==> config.mk <==
export PLATFORM = sky130hd
export DESIGN_NAME = encoder_pt2262
export DESIGN_NICKNAME = d
export VERILOG_FILES = /design/src/rtl/encoder_pt2262.sv
export SDC_FILE = /design/constraint.sdc
export NUM_CORES = 1
export LEC_CHECK = 0
export CAP_MARGIN = 20
export CORE_ASPECT_RATIO = 0.8
export CORE_MARGIN = 2
export CORE_UTILIZATION = 45
export CTS_CLUSTER_SIZE = 30
export DETAILED_ROUTE_END_ITERATION = 12
export PLACE_DENSITY = 0.74
export SETUP_SLACK_MARGIN = 0.1
export SLEW_MARGIN = 20
export SYNTH_ARGS = -nofsm -noshare
export SYNTH_HDL_FRONTEND = slang
export SYNTH_SLANG_ARGS = --single-unit
==> constraint.sdc <==
create_clock -name osc_clk -period 6.4 [get_ports osc_clk]
set_input_delay 1.92 -clock osc_clk [delete_from_list [all_inputs] [get_ports osc_clk]]
set_output_delay 1.92 -clock osc_clk [all_outputs]
set_load 0.01 [all_outputs]
==> src/rtl/encoder_pt2262.sv <==
// PT2262-style trinary remote-control encoder: 12 pins of 32 chips each plus a 128-chip sync.
// Optional ENCODER_PT2262_MIN_WORDS_EN: every activation from IDLE sends at least 4 words.
module encoder_pt2262 (
    input  logic        osc_clk,
    input  logic        reset,
    input  logic        te,
    input  logic [15:0] A,
    input  logic [3:0]  D,
    output logic        cod_o,
    output logic        tx_active,
    output logic        word_done
);

    typedef enum logic [1:0] {
        IDLE = 2'd0,
        BIT  = 2'd1,
        SYNC = 2'd2
    } state_t;

    localparam logic [3:0] LAST_PIN  = 4'd11;
    localparam logic [4:0] LAST_CHIP = 5'd31;
    localparam logic [6:0] LAST_SYNC = 7'd127;

    state_t      state, state_next;
    logic [3:0]  pin, pin_next;
    logic [4:0]  chip, chip_next;
    logic [6:0]  sync_cnt, sync_next;
    logic [15:0] addr_q, addr_next;
    logic [3:0]  data_q, data_next;
    logic        word_end;
    logic        keep_going;
    logic        start_word;

    assign word_end = (state == SYNC) && (sync_cnt == LAST_SYNC);

`ifdef ENCODER_PT2262_MIN_WORDS_EN
    // Words completed in the current activation, saturating at 3.
    logic [1:0] word_cnt;

    always_ff @(posedge osc_clk or posedge reset) begin
        if (reset) begin
            word_cnt <= 2'd0;
        end else if (state == IDLE) begin
            word_cnt <= 2'd0;
        end else if (word_end && (word_cnt != 2'd3)) begin
            word_cnt <= word_cnt + 2'd1;
        end
    end

    assign keep_going = te || (word_cnt != 2'd3);
`else
    assign keep_going = te;
`endif

    // NOTE: sequential state uses non-blocking assignments so every register sees pre-edge values.
    always_ff @(posedge osc_clk or posedge reset) begin
        if (reset) begin
            state    <= IDLE;
            pin      <= 4'd0;
            chip     <= 5'd0;
            sync_cnt <= 7'd0;
            addr_q   <= 16'd0;
            data_q   <= 4'd0;
        end else begin
            state    <= state_next;
            pin      <= pin_next;
            chip     <= chip_next;
            sync_cnt <= sync_next;
            addr_q   <= addr_next;
            data_q   <= data_next;
        end
    end

    // NOTE: every variable gets a default first so no path leaves one unassigned (no latches).
    always_comb begin
        state_next = state;
        pin_next   = pin;
        chip_next  = chip;
        sync_next  = sync_cnt;
        addr_next  = addr_q;
        data_next  = data_q;
        start_word = 1'b0;
        case (state)
            IDLE: begin
                if (te) begin
                    state_next = BIT;
                    start_word = 1'b1;
                end
            end
            BIT: begin
                chip_next = chip + 5'd1;
                if (chip == LAST_CHIP) begin
                    if (pin == LAST_PIN) begin
                        state_next = SYNC;
                        pin_next   = 4'd0;
                        sync_next  = 7'd0;
                    end else begin
                        pin_next = pin + 4'd1;
                    end
                end
            end
            SYNC: begin
                sync_next = sync_cnt + 7'd1;
                if (word_end) begin
                    if (keep_going) begin
                        state_next = BIT;
                        start_word = 1'b1;
                    end else begin
                        state_next = IDLE;
                    end
                end
            end
            default: state_next = IDLE;
        endcase
        // The word's symbols are frozen here, so later input changes only affect the next word.
        if (start_word) begin
            addr_next = A;
            data_next = D;
            pin_next  = 4'd0;
            chip_next = 5'd0;
        end
    end

    logic [1:0] pair;
    logic [1:0] data_idx;
    logic       sym_one;
    logic       sym_zero;
    logic       cod_next;
    logic       tx_next;
    logic       done_next;

    // Outputs are decoded from the next-cycle position and then registered.
    always_comb begin
        pair     = addr_next[{pin_next[2:0], 1'b0} +: 2];
        data_idx = ~pin_next[1:0];
        if (pin_next[3]) begin
            sym_one  = data_next[data_idx];
            sym_zero = ~data_next[data_idx];
        end else begin
            sym_one  = (pair == 2'b11);
            sym_zero = (pair == 2'b00);
        end
        // First half-pin is long only for bit 1; second half is short only for bit 0.
        case (state_next)
            BIT: begin
                if (chip_next[4]) begin
                    cod_next = chip_next[3:0] < (sym_zero ? 4'd4 : 4'd12);
                end else begin
                    cod_next = chip_next[3:0] < (sym_one ? 4'd12 : 4'd4);
                end
            end
            SYNC:    cod_next = sync_next < 7'd4;
            default: cod_next = 1'b0;
        endcase
        tx_next   = state_next != IDLE;
        done_next = (state_next == SYNC) && (sync_next == LAST_SYNC);
    end

    always_ff @(posedge osc_clk or posedge reset) begin
        if (reset) begin
            cod_o     <= 1'b0;
            tx_active <= 1'b0;
            word_done <= 1'b0;
        end else begin
            cod_o     <= cod_next;
            tx_active <= tx_next;
            word_done <= done_next;
        end
    end

endmodule

* Word-level counts from Yosys, hierarchy flattened
Index checks and enable logic that the tools add are counted.
** Cells by class
- Add/subtract/negate cells :: 3
- $lt $le $gt $ge :: 4
- Eq/ne operators :: 9
- Shift-type cells :: 1
- Muxes and demuxes :: 28
- Bitwise gates (word level) :: 2
- Reduce and logical (&&, ||, !) cells :: 5
** Operators by type and width (number)
- $mux 4 :: 7
- $mux 16 :: 1
- $shiftx 16x5->2 :: 1
- $eq 7x7->1 const B :: 2
- $mux 7 :: 2
- $pmux 7 s2 :: 1
- $mux 5 :: 2
- $lt 4x4->1 :: 2
- $mux 2 :: 4
- $add 7x1->7 const B :: 1
- $lt 7x3->1 const B :: 1
- $mux 1 :: 7
- $eq 2x2->1 const B :: 3
- $pmux 2 s3 :: 1
- $add 5x1->5 const B :: 1
- $eq 5x5->1 const B :: 1
- $add 4x1->4 const B :: 1
- $eq 2x1->1 const B :: 2
- $eq 4x4->1 const B :: 1
- $logic_not 2->1 :: 2
- $pmux 1 s2 :: 2
- $lt 2x3->1 const B :: 1
- $bmux 1 s2 :: 1
- $logic_and 1x1->1 :: 2
- other kinds (3) :: 3
** Storage, ports and cells
- Bits in registers :: 41
- Logic and storage cells :: 61

* Longest topological paths before layout
Gate-level depths: netlist of the first run.
- Depth after elaboration :: 14
- Gate-level depth with buffers :: 14

* Worst setup path after synthesis of the first run
No wires, ideal clock.
- Kind :: input -> register
- From :: input te
- To :: register cod_o
- Library setup time :: 0.132 ns
- Data arrival time :: 3.711 ns
- Slack :: 2.557 ns
- Stages :: 9
- Path buffers :: 1
- Path through :: nand3_1 -> o31ai_2 -> clkbuf_1 -> nor2_1 -> a2bb2o_4 -> ha_1 -> mux2i_1 -> o311ai_0 -> a21boi_1
** On the way
- Elaborated cells between the ends (all ways) :: 28
- Those cells by class :: order compare (2); eq/ne (3); shift (1); mux (19); bitwise (2); reduce/logical (1)
** RTL lines
- from (decl) :: line 6 : input logic te,
- $mux 1 * :: line 85, 105
- $mux 1 :: line 104 : if (word_end) begin
- $pmux 1 s2 * :: line 83 : case (state)
- $mux 4 * :: line 116 : if (start_word) begin
- via pin_next[3] :: line 25 : logic [3:0] pin, pin_next;
- $mux 1 :: line 136 : if (pin_next[3]) begin
- $mux 4, on equally long branches :: line 149, 147
- $lt 4x4->1, on equally long branches :: line 149, 147
- $mux 1 * :: line 146 : if (chip_next[4]) begin
- $pmux 1 s2 * :: line 144 : case (state_next)
- via cod_next :: line 128 : logic cod_next;
- to (signal assigned) :: line 165 : cod_o <= cod_next;
- to (decl) :: line 9 : output logic cod_o,
The timed path passes the listed nets; every way through them passes the cells marked *. The select of a mux whose other input is x is not followed.

* Worst setup path after layout of the first run
- From :: input te
- To :: register cod_o
** On the way
- Longest elaborated chain between the ends :: 13
- Elaborated cells between the ends (all ways) :: 28
- Those cells by class :: order compare (2); eq/ne (3); shift (1); mux (19); bitwise (2); reduce/logical (1)
** RTL lines (line)
- branches (longest 12 deep; another with $lt 4x4->1)
- $pmux 1 s2 * :: 144
- via cod_next :: 128
Mark *: on every way through the listed nets, which the timed path passes. The select of a mux whose other input is x is not followed.

==> results of run 1 <==
[power by group through the flow]
stage | clock [mW] | sequential [mW] | combinational (mW)
after global routing | 0.232 | 0.259 | 0.0215
after CTS | 0.222 | 0.259 | 0.0198
final | 0.218 | 0.259 | 0.0192
after detailed placement | 0 | 0.264 | 0.0197
after global placement | 0 | 0.264 | 0.0198
after floorplan | 0 | 0.264 | 0.00395
[layer usage]
layer | part of all wire, % | track usage, % | vias to the layer above
met5 | 0 | 0 | -
met3 | 4.9 | 3.83 | 6
met2 | 41 | 23.0 | 45
met4 | 1.2 | 4.76 | 0
li1 | - | - | 939
met1 | 53 | 27.6 | 876
[registers in the layout, summed over array words and instances, names as in the netlist]
signal	cells
addr_q	16
sync_cnt	7
chip	5
data_q	4
pin	4
state	2
cod_o	1
tx_active	1
word_done	1
[placed cells by master (no fill, tap or decap), types with 2 or more instances in the layout]
master / netlist / final
nand2_1: 75 / 75
dfrtp_1: 41 / 41
clkdlybuf4s50_1: 0 / 25
nor2_1: 18 / 18
ha_1: 13 / 13
mux2i_1: 11 / 11
inv_1: 10 / 10
nand3_1: 6 / 6
clkbuf_8: 0 / 6
o21ai_0: 5 / 5
and3_1: 5 / 5
nand4_1: 4 / 4
nor2b_1: 4 / 4
mux2_2: 4 / 4
o31ai_1: 3 / 3
a22o_1: 3 / 3
a21oi_1: 3 / 3
a21o_1: 3 / 3
nand3b_1: 2 / 2
o21a_1: 2 / 2
nand2b_1: 2 / 2
a2bb2oi_1: 2 / 2
a2bb2o_4: 2 / 2
a31oi_1: 2 / 2
xor2_1: 2 / 2
a21boi_0: 2 / 2
buf_4: 1 / 2
[how the worst max path moves through the flow]
stage | from | cells after the start | slack (ns) | end
detailed placement | te | 11 | 1.63 | cod_o$_DFF_PP0_
global route | te | 11 | 1.77 | cod_o$_DFF_PP0_
global placement | te | 11 | 1.75 | cod_o$_DFF_PP0_
finish | te | 11 | 1.98 | cod_o$_DFF_PP0_
CTS | te | 11 | 1.95 | cod_o$_DFF_PP0_
floorplan | te | 9 | 2.56 | cod_o$_DFF_PP0_
[cell type report]
class                      instances  area, um^2
fill                             461        2260
inverter                          10        37.5
sequential                        41        1030
tap                               62        77.6
clock inverter                     2        37.5
timing repair buffer              27         265
clock buffer                       6        82.6
multi-input combinational        197        1270
[worst max-delay path, cell delays in order]
cell and delay (ns):
clkdlybuf4s50_1 0.45, nand3_1 0.18, o31a_1 0.71, nor2_1 0.08, a21o_1 0.21, o41ai_4 0.05
a2bb2o_4 0.23, ha_1 0.27, mux2i_1 0.06, o311ai_0 0.30, a21boi_1 0.11
[stage by stage]
step,std cells,total power [mW],utilization (%)
after floorplan,257,0.268,-
after global placement,337,0.284,52.9
after detailed placement,337,0.284,52.9
after CTS,345,0.501,55.3
after global routing,345,0.512,55.3
final,345,0.496,55.3
[cell families (layout without fill, tap and decap cells)]
family,after synthesis,in the layout,share of synthesized area (%)
multiplexers,16,16,7.14
AND/OR/NAND/NOR,124,124,23.1
adder cells (fa/ha/maj),13,13,6.82
XOR/XNOR,3,3,1.10
flip-flops,41,41,43.0
AO/OA/AOI/OAI,41,41,14.9
buffers and inverters,19,45,3.88
==> results list, run 1 <==
* Die Width: 85.4 um
* Total leakage power: 1.38 nW
- Die outline height: 69.1 um
- FF-to-FF path depth: 12
* Largest cells by area after synthesis: dfrtp_1 (43%), nand2_1 (12%), ha_1 (6.8%)
- Final wirelength: 4740 um
- Hold buffer count at cts: 0
* DRC viols: 0
- Register share of total power: 52.2%
- The final max-slew violation count came to 0.
- Post-Synthesis Cell Area: 2380 um^2
* TritonCTS clock tree: yes
- Setup violations remaining at the end of the flow were counted as 0.
* Starting utilization of the core area: 47.1%
- Status: completed
* Area enclosed by the die boundary: 5900 um^2
- Based on the critical path, the design can be clocked at up to 226 MHz.
- The initial antenna violation count was 0.
- Power per cell area: 177 nW/um^2
- Clock tree synthesis found a total of 41 sinks.
- Clock buffer depth: 2
- The worst hold path begins at addr_q[14]$_DFF_PP0_.
* Total of buffers placed on input and output ports: 25
- The worst setup path is of the in2reg kind.
* Post-synthesis cell type with the largest combined area: dfrtp_1
- Leading post-synthesis cells by instance count: nand2_1 (75), dfrtp_1 (41), nor2_1 (18)
* Minimum clock period after layout: 4.42 ns
- For the worst setup path, the data required time is 6.58 ns.
- Summed over its instances, the top area cell type makes up 43.0% of the synthesized netlist area.
* Startpoint type of the worst setup path: input pin
- Origin of the critical flop-to-flop path: state[1]$_DFF_PP0_
* Setup repair bufs after CTS: 0
- Once detail routing completed, the nets flagged for antenna violations numbered 0.
* Setup_tns: 0 ns
- Global-route usage over all layers: 17.2%
- The worst setup path is captured at a flip-flop.
* Worst-Margin Slew: 0.860 ns
* Most frequently used cell type in the post-synthesis netlist: nand2_1
- Sequential share of the synthesized area: 43.0%
* Routed len/inst: 13.7 um
- Measured against its own limit, the worst slew margin works out to 42.7%.
- Setup slack at placement: 1.63 ns
- Largest net degree at the start of global routing: 42
- Placeable core area: 5060 um^2
- At the end of routability-driven placement, the weighted congestion stood at 0.819.
- Of the available clock period, the critical path in the final layout requires 69.1%.
- Post-synthesis net count: 293
* Via count of the first global-routing pass: 1684
- Post-route worst hold slack: 0.478 ns
* Worst hold path class: reg2reg
- Number of warnings reported in the yosys synthesis log: 0
- The root buffer cell chosen for the clock tree is clkbuf_8.
* Initial DRC Count: 116
- The number of failing hold endpoints at the final stage is 0.
* Worst ir drop on vdd: 139 uV
- Hold Path Cell Cnt: 2
- Of the total power, combinational logic draws 3.9%.
- Across the run, the number of max-cap violations was 0.
* RSZ-0062 raised after global routing: no
- STA puts the critical path data arrival time at 4.60 ns.
* CTS-repair resized insts: 0
- Number of buffers added by the clock tree synthesis step: 5
* Placement-stage cell area: 2680 um^2
* CP max FO: 23
* Worst Hold Path EP: addr_q[14]$_DFF_PP0_
- Count of standard-cell rows: 23
- Number of synthesized register bits: 41
- Number of H-tree branching levels: 2
* Most used DFF post-synth: dfrtp_1
- Asr flop ratio synth: 100%
- Minimum setup slack in the final design: 1.98 ns
- The number of different library cells used by synthesis comes to 52.
- Reg2reg setup slack: 2.70 ns
- The routed layout has 1866 vias.
- At the end of the flow, the number of nets in the layout was 318.
- Yosys mapped a number of flops with a built-in enable equal to 0.
- After technology mapping, the gate count stands at 257.
- In this run the count of I/O pins placed on the die edge is 26.
- The first TritonRoute pass finished after 4 iterations.
- Wire length of the first global-routing pass: 8240 um
- Reg2reg end: cod_o$_DFF_PP0_
- Clock network fraction of design power: 43.9%
- Overall overflow remaining after global route: 0
* Fraction of final layout cells with drive strength greater than 1: 8.13%
- In this run the power spent charging and discharging nets is 0.0982 mW.
* Clock transition time at the flip-flop clock pins of the worst setup and hold paths: 0.08 ns
- Of the total power, the share spent switching nets is 19.8%.
* Fin area: 2800 um^2
* Inserted Diodes: 0
- Between clock sinks in the finished design, the worst skew comes to 0.00250 ns.
- Later-pin clock latency in the skew report: 0.29 ns
- Using the TritonRoute via totals, the vias-per-cell ratio works out to 5.41.
- The HPWL after detailed placement is 3380 um.
* Average footprint of a synthesized cell: 9.27 um^2
- Layout overhead on the synthesized area: 17.5%
- The internal power of the cells totals 0.398 mW.
(Power assumes the default switching activity.)
==> run 2: changes to the inputs <==
clock period = 4.15 ns   (was 6.4 ns; I/O delays follow)
==> run 2 against run 1 <==
Net effect:
- utilization increased by 0.67 points
- design area increased by 1.2%
- sequential power increased by 54%
- clock-buffer cell count increased by 1
- flip-flop and latch count unchanged
- largest power group unchanged
- critical path type is now reg2reg
- worst setup slack got worse by 1.4 ns
- global-route usage increased by 0.85 points
- clock power increased by 51%
==> results list, run 2 (synthesized netlist as in run 1, its figures left out) <==
- The number of resized instances in the post-cts repair step came to 0 (unchanged).
- Wire length of the first global-routing pass: 8510 um (+3.4%)
* Commonest non-fill, non-tap cell in the layout: nand2_1
* Drt pass-1 iters: 4 (unchanged)
* Routed len/inst: 14.1 um (+2.8%)
* Fraction of final layout cells with drive strength greater than 1: 9.38% (+1.2 points)
* Power per cell area: 268 nW/um^2 (+51%)
- The number of fill cells in the layout is 447 (-3.0%).
* MaxCap Viol Count: 0 (unchanged)
- Net total in the final layout: 323 (+1.6%)
- The worst slew margin relative to its limit was 48.4% (+5.7 points).
* Setup slack at placement: 0.327 ns (-1.31 ns)
- Setup repair after global routing left no endpoint under its margin.
- The overall routing resource usage was 18.1% (+0.85 points).
- Arrival time at the worst endpoint: 3.75 ns (-0.85 ns)
- Inserted Diodes: 0 (unchanged)
* Num ports: 26 (unchanged)
- The number of endpoints failing setup at the final stage was 0 (unchanged).
- STA classifies the critical path endpoint as a flip-flop.
* Number of buffers added by the clock tree synthesis step: 5 (unchanged)
- TritonCTS clock tree: yes
- Layout overhead on the synthesized area: 18.9%
- The standard-cell row count came to 23 (unchanged).
- Via-to-Cell Ratio: 5.43 (+0.37%)
* Largest regs: addr_q: 16 flops, sync_cnt: 7 flops, chip: 5 flops
- Clock tree sinks: 41 (unchanged)
* Placement-stage cell area: 2720 um^2 (+1.4%)
* Status: completed
* Critical Path Most Common Cell: ha_1
- Worst path slowest cell: o21a_1
- Worst hold path class: reg2reg
* Die outline height: 69.1 um (unchanged)
* Total leakage power: 1.40 nW (+1.8%)
* Clock buffer depth: 2 (unchanged)
* Antenna violation net count after detailed routing: 0 (unchanged)
- DRC viols: 0 (unchanged)
* Area enclosed by the die boundary: 5900 um^2 (unchanged)
- The clock slew at the register clock pins of the worst setup and hold paths came to 0.08 ns (about the same).
- The starting density of the core came to 47.1% (unchanged).
* Crit path cell chain: ha_1 -> and3_1 -> ha_1 -> nand3b_1 -> o21a_1 -> mux2_4 -> a2bb2o_4 -> o41ai_4 -> a2bb2o_4 -> ha_1 -> mux2i_1 -> o311ai_0 -> a21boi_1
- Tcrit/Tclk final: 86.3%
* Setup_tns: 0 ns (unchanged)
* Post-route total power: 0.758 mW (+53%)
- The residual overflow from global routing was 0 (unchanged).
- The number of failing hold endpoints at the final stage came to 0 (unchanged).
* Total of buffers placed on input and output ports: 25 (unchanged)
* Number of H-tree branching levels: 2 (unchanged)
- The placeable core region came to 5060 um^2 (unchanged).
- The number of buffers inserted to repair setup after CTS is 0 (unchanged).
- The total half-perimeter wirelength after legalization and detailed placement is 3680 um (+8.7%).
- The critical path is of the reg2reg type.
- Most frequent cells in the layout: nand2_1 (75), dfrtp_1 (41), clkdlybuf4s50_1 (25), nor2_1 (18), ha_1 (13)
* Startpoint type of the worst setup path: flip-flop
- Minimum clock period after layout: 3.58 ns
- The delay contributed by the slowest stage of the critical path is 0.44 ns (-0.27 ns).
- Reg with most FFs: addr_q
- Largest net degree at the start of global routing: 42 (unchanged)
- Hold buffer count at cts: 0 (unchanged)
- The largest driver fanout on the critical path was 10 (-57%).
* Later-pin clock latency in the skew report: 0.29 ns (about the same)
- The number of global-route vias before repair came to 1859 (+10%).
* GP Congestion: 0.824 (+0.61%)
* Clock skew: 0.00596 ns (+0.00346 ns)
* Worst-Margin Slew: 0.767 ns (-0.0926 ns)
- Final wirelength: 4940 um (+4.3%)
- Number of pins exceeding their max-slew limit in the final report: 0 (unchanged)
- Number of antenna violations at the first check in global routing: 0 (unchanged)
* Fin area: 2830 um^2 (+1.2%)
* Die Width: 85.4 um (unchanged)
* CP required: 4.32 ns (-2.26 ns)
- Worst ir drop on vdd: 212 uV (+53%)
* Minimum setup slack in the final design: 0.568 ns (-1.41 ns)
- Initial DRC Count: 80 (-31%)
* Multi-input combinational cell area: 1270 um^2 (unchanged)
- Total via count after detailed routing: 1900 (+1.8%)
* Area used by sequential logic in the layout: 1030 um^2 (unchanged)
- Based on the critical path, the design can be clocked at up to 279 MHz.
* Buffer cell driving the clock tree root: clkbuf_8
- The number of flip-flops under the largest register name is 16 (unchanged).
## run 2: cell types whose count changed in the layout (fill, tap and decap cells not counted), sizes merged
cell | previous run | this run
clkbuf | 6 | 7
buf | 2 | 7
clkinvlp | 1 | 0
## run 2: stage by stage
| stage | hold slack [ns] | utilization [%] | cells |
|---|---|---|---|
| after floorplan | 0.440 | - | 257 |
| after global placement | 0.458 | 53.7 | 342 |
| after detailed placement | 0.466 | 53.7 | 342 |
| after CTS | 0.485 | 56.0 | 350 |
| after global routing | 0.509 | 56.0 | 350 |
| final | 0.480 | 56.0 | 350 |
## run 2: area by class of cell
type / count / share of cell area [%]
Clock buffer: 7 / 3.05
Inverter: 10 / 1.32
Clock inverter: 1 / 1.06
Multi-Input combinational cell: 197 / 44.9
Sequential cell: 41 / 36.2
Tap cell: 62 / 2.74
Timing Repair Buffer: 32 / 10.7
## run 2: critical path: cells and delay by family (launching register included)
kind                     cells  cell delay, ns
flip-flops                   1            0.41
adder cells (fa/ha/maj)      3            0.75
multiplexers                 2            0.31
AO/OA/AOI/OAI                6            1.64
AND/OR/NAND/NOR              2            0.35
## run 2: metal layers
layer	track usage (%)	vias to the layer above	wire length [um]
li1	-	943	-
met1	26.6	910	2500
met2	26.6	40	2160
met3	2.87	7	194
met4	6.88	0	78
met5	0	-	0
## run 2: report_power, final
group / switching [mW] / internal, mW
Combinational: 0.0112 / 0.0188
Clock: 0.133 / 0.196
Sequential: 0 / 0.399
Total: 0.144 / 0.614
## run 2: path summary, 6_finish.rpt
check | start | end | slack, ns | cells past startpoint
worst max register to register | chip[0]$_DFFE_PP0P_ | cod_o$_DFF_PP0_ | 0.57 | 13
worst min register to register | data_q[3]$_DFF_PP0_ | data_q[3]$_DFF_PP0_ | 0.48 | 2
max in group asynchronous | reset | addr_q[8]$_DFF_PP0_ | 2.41 | 3
worst max-delay path | chip[0]$_DFFE_PP0P_ | cod_o$_DFF_PP0_ | 0.57 | 13
min in group asynchronous | reset | word_done$_DFF_PP0_ | 1.37 | 3
worst min-delay path | data_q[3]$_DFF_PP0_ | data_q[3]$_DFF_PP0_ | 0.48 | 2
